==> config.mk <==
export PLATFORM = sky130hd
export DESIGN_NAME = lzd_restore
export DESIGN_NICKNAME = d
export VERILOG_FILES = /design/src/rtl/lzd_pkg.sv /design/src/rtl/lzd_down_counter.sv /design/src/rtl/lzd_restore.sv
export SDC_FILE = /design/constraint.sdc
export NUM_CORES = 1
export LEC_CHECK = 0
export ABC_CLOCK_PERIOD_IN_PS = 4400
export BUFFER_PORTS_ARGS = -buffer_cell sky130_fd_sc_hd__buf_2
export CAP_MARGIN = 20
export CORE_MARGIN = 10
export CORE_UTILIZATION = 35
export CTS_BUF_LIST = sky130_fd_sc_hd__clkbuf_16
export DETAILED_ROUTE_END_ITERATION = 12
export HOLD_SLACK_MARGIN = 0.06
export SLEW_MARGIN = 20
export SYNTH_ARGS = -nofsm -noshare
export SYNTH_HDL_FRONTEND = slang
export SYNTH_HIERARCHICAL = 1
export SYNTH_SLANG_ARGS = --single-unit
==> constraint.sdc <==
create_clock -name clk -period 4.4 [get_ports clk]
set_input_delay 0.66 -clock clk [delete_from_list [all_inputs] [get_ports clk]]
set_output_delay 0.66 -clock clk [all_outputs]
set_load 0.05 [all_outputs]
==> src/rtl/lzd_pkg.sv <==
// Shared definitions for the leading-zero detector and its restore block.
package lzd_pkg;

    localparam int unsigned LZD_WIDTH = 8;
    localparam int unsigned LZD_CNT_W = 4;

    typedef enum logic [1:0] {
        IDLE  = 2'd0,
        SHIFT = 2'd1,
        DONE  = 2'd2
    } lzd_restore_state_t;

endpackage

==> src/rtl/lzd_down_counter.sv <==
// Loadable down-counter with a zero flag; it stops at zero rather than wrapping.
module lzd_down_counter #(
    parameter int unsigned CNT_W = 4
) (
    input  logic             clk,
    input  logic             rst_n,
    input  logic             load,
    input  logic [CNT_W-1:0] load_val,
    input  logic             dec,
    output logic             zero
);

    logic [CNT_W-1:0] count;

    always_ff @(posedge clk or negedge rst_n) begin
        if (!rst_n) begin
            count <= '0;
        end else if (load) begin
            count <= load_val;
        end else if (dec && (count != '0)) begin
            count <= count - CNT_W'(1);
        end
    end

    always_comb begin
        zero = (count == '0);
    end

endmodule

==> src/rtl/lzd_restore.sv <==
// Sequential LZD inverse: shifts the operand right one bit per clock, cnt times.
// Define LZD_RESTORE_STICKY_EN to add the sticky (OR of shifted-out bits) output.
module lzd_restore
    import lzd_pkg::*;
#(
    parameter int unsigned WIDTH = LZD_WIDTH,
    parameter int unsigned CNT_W = LZD_CNT_W
) (
    input  logic             clk,
    input  logic             rst_n,
    input  logic             en,
    input  logic [WIDTH-1:0] in,
    input  logic [CNT_W-1:0] cnt,
    output logic [WIDTH-1:0] out,
    output logic             done,
    output logic             busy
`ifdef LZD_RESTORE_STICKY_EN
    ,
    output logic             sticky
`endif
);

    lzd_restore_state_t state;
    logic [CNT_W-1:0]   load_cnt;
    logic               cnt_load;
    logic               cnt_dec;
    logic               cnt_zero;

    // Counts beyond WIDTH clear every bit anyway, so clamp them to WIDTH.
    always_comb begin
        load_cnt = (cnt > CNT_W'(WIDTH)) ? CNT_W'(WIDTH) : cnt;
        cnt_load = (state == IDLE) && en;
        cnt_dec  = (state == SHIFT) && !cnt_zero;
    end

    lzd_down_counter #(
        .CNT_W (CNT_W)
    ) u_counter (
        .clk      (clk),
        .rst_n    (rst_n),
        .load     (cnt_load),
        .load_val (load_cnt),
        .dec      (cnt_dec),
        .zero     (cnt_zero)
    );

    always_ff @(posedge clk or negedge rst_n) begin
        if (!rst_n) begin
            state <= IDLE;
            out   <= '0;
            done  <= 1'b0;
            busy  <= 1'b0;
`ifdef LZD_RESTORE_STICKY_EN
            sticky <= 1'b0;
`endif
        end else begin
            case (state)
                IDLE: begin
                    done <= 1'b0;
                    if (en) begin
                        out   <= in;
                        busy  <= 1'b1;
                        state <= SHIFT;
`ifdef LZD_RESTORE_STICKY_EN
                        sticky <= 1'b0;
`endif
                    end
                end
                SHIFT: begin
                    if (cnt_zero) begin
                        done  <= 1'b1;
                        state <= DONE;
                    end else begin
                        out <= out >> 1;
`ifdef LZD_RESTORE_STICKY_EN
                        sticky <= sticky | out[0];
`endif
                    end
                end
                DONE: begin
                    done  <= 1'b0;
                    busy  <= 1'b0;
                    state <= IDLE;
                end
                default: begin
                    done  <= 1'b0;
                    busy  <= 1'b0;
                    state <= IDLE;
                end
            endcase
        end
    end

endmodule

* Word level (Yosys, flattened, before mapping)
Cells that the tools add are included.
Cells by class: add/subtract/negate cells 1, order comparisons 1, equal/unequal tests 4, multiplexer cells 13, bitwise operators 1, reduce and logical (&&, ||, !) cells 12
Operators with widths (count):
- 8-bit two-way mux | 2
- 8-bit one-hot mux with 2 select lines | 1
- 4-bit two-way mux | 3
- 2-bit inequality test, second input constant | 3
- 4-bit > comparator, second input constant | 1
- 4-bit logical NOT | 1
- 2-bit two-way mux | 2
- 2-bit one-hot mux with 2 select lines | 1
- 2-bit AND reduction | 2
- 2-bit nonzero test | 2
- 4-bit nonzero test | 1
- 4-bit by 1-bit subtractor with 4-bit output, second input constant | 1
- 1-bit logical AND | 3
- 1-bit two-way mux | 3
- 3-bit AND reduction | 1
- 2-bit by 1-bit == test with 1-bit output, second input constant | 1
- 2-bit logical NOT | 1
- 1-bit one-hot mux with 2 select lines | 1
- 1-bit logical NOT | 1
- 1-bit inverter | 1
Storage, ports and cells: flip-flop bits (word level) 16, input bits 15, output and inout port bits 10, logic and storage cells 37

* Logic depth before layout (Yosys ltp)
Gate-level depths: netlist of the first run.
word-level depth 6, gate-level depth with buffers 7

* By module
Netlist of the first run, hierarchy kept.
Modules (own cells, without submodules):
- lzd_restore | times used 1, cells an instance 44, area each 633.1 um^2, sequential area each 300.3 um^2
- lzd_down_counter | times used 1, cells an instance 27, area each 270.3 um^2, sequential area each 100.1 um^2

* Worst setup path after synthesis of the first run
OpenSTA, ideal clock, no wires.
kind reg-to-reg, start reg u_counter.count[0], end reg out[0], library setup time 0.125 ns, arrival 1.616 ns, slack 2.659 ns, stages on the path, launching flop included 7, buffers on the path 0, period minus slack after synthesis 1.741 ns, cells stage by stage dfrtp_1 > inv_1 > ha_1 > nor3b_2 > nand2b_1 > a21oi_4 > mux2_4
Between the ends: cells in the longest elaborated chain, start to end 3
Ends and longest elaborated chain:
- start, declared | line lzd_down_counter.sv:13 | logic [CNT_W-1:0] count;
- start signal, assigned | line lzd_down_counter.sv:19 | count <= load_val;
- start signal, assigned | line lzd_down_counter.sv:21 | count <= count - CNT_W'(1);
- 4-bit logical NOT | line lzd_down_counter.sv:26 | zero = (count == '0);
- net cnt_zero | line lzd_restore.sv:27 | logic cnt_zero;
- 2-bit inequality test (no source line)
- 3-bit AND reduction (no source line)
- end signal, assigned | line lzd_restore.sv:61 | out <= in;
- end signal, assigned | line lzd_restore.sv:74 | out <= out >> 1;
- end, declared | line lzd_restore.sv:14 | output logic [WIDTH-1:0] out,
The timed path passes the listed nets, and every way through them passes these cells. A chain may end at the register's enable or synchronous reset.

* Worst setup path in the final report of the first run
start reg state[1], end reg u_counter.count[1]
Between the ends: cells in the longest elaborated chain, start to end 4, elaborated cells between the ends (all ways) 7
Ends and longest elaborated chain:
- start, declared | line lzd_restore.sv:23 | lzd_restore_state_t state;
- start signal, assigned | line lzd_restore.sv:49 | state <= IDLE;
- start signal, assigned | line lzd_restore.sv:63 | state <= SHIFT;
- start signal, assigned | line lzd_restore.sv:72 | state <= DONE;
- 2-bit by 1-bit == test with 1-bit output | line lzd_restore.sv:33 | cnt_dec = (state == SHIFT) && !cnt_zero;
- 1-bit logical AND | line lzd_restore.sv:33
- net cnt_dec | line lzd_restore.sv:26 | logic cnt_dec;
- 1-bit logical AND | line lzd_down_counter.sv:20 | end else if (dec && (count != '0)) begin
- 2-bit nonzero test (no source line)
The timed path passes the listed nets, and every way through them passes these cells.

==> qor.txt, run 1 <==
Post-Syn Instances: 71
Crit-path max FO: 10
Lkg Pwr: 0.547 nW
CTS tree: done
Worst path cell trace: nor2b_2, nor2b_1, inv_1, or4_1, o211ai_2
Vias in the first global route: 686
Worst Tran Pin Value: 0.694 ns
CP endpoint kind: flop
Synth area leader: dfrtp_1
Clock sinks: 16
Area contributors post-synth: dfrtp_1, mux2_4, nor2b_1
Compound-Gate Fraction of Synth Area: 9.97%
Initial DRC Count: 35
Hold Slack: 0.325 ns
Tot GR Track Use: 7.77%
Fin cells: 125
Largest net degree at the start of global routing: 17
CTS clk-pin slew, worst paths: 0.05 ns
Antenna violations before repair: 0
Top_reg_cell synth: dfrtp_1
Rel. slew slack: 53.5%
Yosys top cell area share: 44.3%
Slew Limit Fails: 0
Pre-antenna DRT Iters: 4
RSZ-0062 raised after global routing: no
Boundary pin count: 25
Worst R2R Start: state[1]
Top cells by count, synth: dfrtp_1, mux2_4, inv_1
Post-DP HPWL: 1430 um
Synth Register Bits: 16
Rows: 18
Area growth syn-to-layout: 23.4%
CTS buffer count: 3
FF-to-FF End: u_counter/count[1]
Post-synth EDFFs: 0
Worst EP arrival: 2.25 ns
Final setup vio count: 0
Crit path largest cell delay: 0.55 ns
Layout cells sized above 1: 49.5%
DR vias: 610
Final TNS setup: 0 ns
Max rail drop VDD: 0.393 mV
Residual DRC: 0
First-pass GRT wire length: 3210 um
Clock Latency Late Sink: 0.24 ns
Fin. Hold Viols: 0
Pwr per Cell Area: 962 nW/um2
Per-cell routed wire length: 14.7 um
# resized after CTS: 0
Largest family of logic cells by synthesized area: multiplexers
CTS Buffer Depth: 2
Port bufs: 24
GP Congestion: 0.742
Post-Synth Adder-Cell Area: 1.39%
Seq/Total Area, Yosys: 44.3%
R2R depth: 5
Slack of the worst reg-to-reg path: 2.31 ns
Root Buffer: clkbuf_16
Async SR Flop Fraction: 100%
Post-Synth Simple-Gate Area: 16.1%
Total wire length: 1840 um
Post-CTS Hold Fix Bufs: 0
Cell Area, Synth: 903 um2
Outcome: complete, no violations
Hold WC Path Type: primary input to asynchronous set/reset pin
H-tree levels: 1
Final antenna-violating net count: 0
Tmin final: 2.09 ns
Grt ovf: 0
Yosys cell types: 26
Post-CTS Setup Inserts: 0
Die height: 70.8 um
Most instantiated library cell after synthesis: dfrtp_1
Diodes inserted: 0
WS Path Type: flop to flop
Fin crit share: 47.4%
Avg Vias per Cell: 4.88
Post-Synth XOR/XNOR Area: 0%
Crit-path slowest cell: nor2b_2
Post-synthesis mux area share: 23.3%
NumNets Final: 113
CP Launch Type: flop
Max Clk Rate: 479 MHz
Core ar.: 2480 um2
Inst Count DP: 122
Starting density of the core: 36.5%
Worst endpoint required time: 4.56 ns
Die area: 5010 um2
Die X: 70.8 um
Post-Syn Nets: 87
Mean Syn Cell Area: 12.7 um2
Layout Skew: 0.00269 ns
Max-cap violation count: 0
Synthesis Warnings: 6
## layout make-up
type,instances,area (um2)
fillers,246,1360
multi-input cells,47,463
flip-flops and latches,16,400
repair buffers,24,120
clock buffers,3,75.1
well taps,30,37.5
inverters,5,18.8
## registers in the layout, indices dropped and copies added (netlist names)
signal and count:
state 2, busy 1, out 8, u_counter/count 4, done 1
## metal layers
layer  wire, um  global-route usage (%)  part of all wire, %
met3        156                    3.07                  8.5
met1        810                    9.16                   44
met5          0                       0                    0
met2        860                    12.0                   47
met4         12                    3.87                 0.65
## kinds of logic (layout without fill, tap and decap cells)
family | after synthesis | count (layout)
buf+inv | 8 | 32
simple gates | 21 | 21
compound gates | 11 | 11
fa+ha+maj | 1 | 1
flops | 16 | 16
mux | 14 | 14
## worst max path at each step
stage	to	start	slack (ns)	cells past startpoint
2_1_floorplan	out[0]	u_counter/count[0]	2.66	6
3_3_place_gp	u_counter/count[3]	en	2.12	4
3_5_place_dp	u_counter/count[1]	state[1]	2.31	5
4_1_cts	u_counter/count[1]	state[1]	2.30	5
5_1_grt	u_counter/count[1]	state[1]	2.14	5
6_report	u_counter/count[1]	state[1]	2.31	5
## power by group
group / leakage, nW / internal, mW / total [mW] / switching [mW]
clock network: 0.0370 / 0.119 / 0.169 / 0.0506
registers: 0.195 / 0.220 / 0.279 / 0.0590
logic: 0.315 / 0.282 / 0.623 / 0.341
total: 0.547 / 0.621 / 1.07 / 0.451
## metrics by stage
step	instance area, um2	power (mW)	setup slack [ns]	utilization [%]
global route	1110	1.15	2.14	45.0
detailed placement	1040	0.913	2.31	42.0
finish	1110	1.07	2.31	45.0
floorplan	903	0.806	2.66	-
global placement	1030	0.894	2.12	41.8
CTS	1110	1.09	2.30	45.0
## critical path, delay by kind of cell (launching register included)
| family | cells | cell delay, ns |
|---|---|---|
| AND/OR/NAND/NOR | 3 | 1.37 |
| flip-flops | 1 | 0.44 |
| buffers and inverters | 1 | 0.12 |
| AO/OA/AOI/OAI | 1 | 0.09 |
## cells in the final DEF (no fill, tap or decap), types with 2 or more instances in the layout
master | netlist | routed
buf_2 | 0 | 24
dfrtp_1 | 16 | 16
mux2_4 | 14 | 14
inv_1 | 5 | 5
nor2b_1 | 4 | 4
nand2_1 | 4 | 4
o21ai_0 | 3 | 3
clkbuf_16 | 0 | 3
nor3b_2 | 1 | 2
nand2b_1 | 2 | 2
o21a_1 | 2 | 2
nor3_1 | 2 | 2
Note: power is estimated with default switching activity, not from simulation.
==> run 2, diff against run 1 <==
--- a/config.mk
+++ b/config.mk
@@ -5,7 +5,7 @@
 export SDC_FILE = /design/constraint.sdc
 export NUM_CORES = 1
 export LEC_CHECK = 0
-export ABC_CLOCK_PERIOD_IN_PS = 4400
+export ABC_CLOCK_PERIOD_IN_PS = 2050
 export BUFFER_PORTS_ARGS = -buffer_cell sky130_fd_sc_hd__buf_2
 export CAP_MARGIN = 20
 export CORE_MARGIN = 10
==> constraint.sdc (replaced) <==
create_clock -name clk -period 2.05 [get_ports clk]
set_input_delay 0.3075 -clock clk [delete_from_list [all_inputs] [get_ports clk]]
set_output_delay 0.3075 -clock clk [all_outputs]
set_load 0.05 [all_outputs]
==> run 2 against run 1 <==
Net effect:
- worst setup slack worse by 2.2 ns
- die area stayed put
- final cell count grew 4.0%
- non-clock buffer count rose by 4
- power grew 120%
- largest cell class unchanged
- critical path type unchanged
==> qor.txt, run 2 (synthesis results as in run 1) <==
Placed cell area: 1060 um2 (+1.7%)
Largest registers: out x8, u_counter/count x4, state x2
Net switching power: 974 uW (+120%)
Final TNS setup: 0 ns (unchanged)
Sequential share of power: 25.5% (-0.6 points)
Post-DP HPWL: 1420 um (-0.41%)
Fin. Hold Viols: 0 (unchanged)
Die height: 70.8 um (unchanged)
Worst EP arrival: 2.03 ns (-0.22 ns)
Crit-path max FO: 9 (-1)
Total power: 2.34 mW (+120%)
Initial DRC Count: 19 (-46%)
Number of flip-flops in the largest register: 8 (unchanged)
Worst Tran Pin Value: 0.458 ns (-0.236 ns)
Hold WC Path Type: primary input to flop
Residual DRC: 0 (unchanged)
First-pass GRT wire length: 3400 um (+6.0%)
Filler Cell Count: 226 (-8.1%)
Antenna violations before repair: 0 (unchanged)
Smallest setup slack after layout: 0.150 ns (-2.16 ns)
Die X: 70.8 um (unchanged)
Root Buffer: clkbuf_16
CTS tree: done
Tmin final: 1.90 ns (-0.186 ns)
Total wire length: 1860 um (+0.92%)
CTS clk-pin slew, worst paths: 0.05 ns (about the same)
Commonest non-fill, non-tap cell in the layout: buf_2
Hold Slack: 0.277 ns (-0.0474 ns)
NumNets Final: 117 (+3.5%)
Tot GR Track Use: 8.04% (+0.26 points)
Max-cap violation count: 0 (unchanged)
GRT met2 Usage: 13.6% (+1.7 points)
Pwr per Cell Area: 2040 nW/um2 (+110%)
Int Pwr: 1.37 mW (+120%)
Sw Share: 41.6% (-0.47 points)
M1 GR Usage: 8.70% (-0.45 points)
H-tree levels: 1 (unchanged)
Layout cells sized above 1: 50.0% (+0.53 points)
DR vias: 629 (+3.1%)
CP Launch Type: flop
Slew Limit Fails: 0 (unchanged)
Post-CTS Setup Inserts: 0 (unchanged)
Layout Skew: 0.00217 ns (-0.000518 ns)
Comb pwr share: 58.6% (+0.5 points)
Place WS: 0.155 ns (-2.16 ns)
Clock sinks: 16 (unchanged)
Max Clk Rate: 526 MHz (+9.8%)
Rows: 18 (unchanged)
Largest register by flop count: out
Starting density of the core: 36.5% (unchanged)
GP Congestion: 0.782 (+5.5%)
Clock share of power: 15.9% (about the same)
Largest net degree at the start of global routing: 17 (unchanged)
Met3 Use GR: 4.04% (+0.98 points)
Final setup vio count: 0 (unchanged)
Final antenna-violating net count: 0 (unchanged)
Lkg Pwr: 0.566 nW (+3.6%)
Fin area: 1150 um2 (+3.0%)
Most used routing layer: met2
Diodes inserted: 0 (unchanged)
Outcome: complete, no violations
CP endpoint kind: flop
CTS buffer count: 3 (unchanged)
Vias in the first global route: 732 (+6.7%)
Max rail drop VDD: 1.07 mV (+170%)
RSZ-0062 raised after global routing: no
Per-cell routed wire length: 14.3 um (-3.0%)
Clock Latency Late Sink: 0.24 ns (about the same)
Worst endpoint required time: 2.18 ns (-2.38 ns)
Most frequent cells in the layout: buf_2, dfrtp_1, mux2_4, inv_1, nand2_1
Avg Vias per Cell: 4.84 (-0.85%)
Pre-antenna DRT Iters: 4 (unchanged)
Core ar.: 2480 um2 (unchanged)
Grt ovf: 0 (unchanged)
Port bufs: 24 (unchanged)
Rel. slew slack: 69.3% (+16 points)
Die area: 5010 um2 (unchanged)
Area growth syn-to-layout: 27.1%
Fin crit share: 92.7% (+45 points)
CTS Buffer Depth: 2 (unchanged)
Boundary pin count: 25 (unchanged)
WS Path Type: flop to flop
[run 2: timing repair]
item / 4_1_cts / 5_1_grt
gates resized for setup: 0 / 1
endpoints found under the setup margin: 0 / 1
endpoints found under the hold margin: 16 / 0
hold buffers: 1 / 0
[run 2: power groups by stage]
stage	clock (mW)	combinational, mW	sequential, mW
after global placement	0	1.36	0.600
after global routing	0.407	1.48	0.628
after floorplan	0	0.826	0.904
final	0.372	1.37	0.599
after detailed placement	0	1.38	0.603
after CTS	0.385	1.39	0.600
[run 2: per-layer routing]
layer | vias up | share of wire, % | wire length [um]
met5 | - | 0 | 0
met4 | 0 | 0.65 | 12
met3 | 2 | 7.5 | 139
met2 | 20 | 46 | 862
met1 | 304 | 45 | 843
li1 | 303 | - | -
[run 2: final cells by class]
cell class                 count  area [um2]  share of cell area [%]
inverter                       5        18.8                    1.63
clock inverter                 1        3.75                   0.327
multi-input combinational     47         460                    40.1
timing repair buffer          28         153                    13.3
tap                           30        37.5                    3.27
clock buffer                   3        75.1                    6.54
sequential                    16         400                    34.9
[run 2: critical path, stage by stage, from the launching register on]
cell and delay (ns):
dfrtp_1 0.39, inv_1 0.06, ha_1 0.23, nor3b_2 0.21, nand2b_1 0.19, a21oi_4 0.35
mux2_4 0.34
[run 2: worst paths after layout]
path	cells after the start	slack, ns	startpoint	to
max reg2reg	6	0.15	u_counter/count[0]	out[2]
max in group asynchronous	2	1.28	rst_n	done
min in group asynchronous	2	0.51	rst_n	out[0]
min	3	0.28	in[7]	out[7]
max	6	0.15	u_counter/count[0]	out[2]
min reg2reg	1	0.48	busy	busy
[run 2: metrics by stage]
step	instances	utilization [%]
finish	130	46.4
global route	130	46.4
CTS	130	46.3
detailed placement	125	42.7
global placement	125	42.7
floorplan	71	-
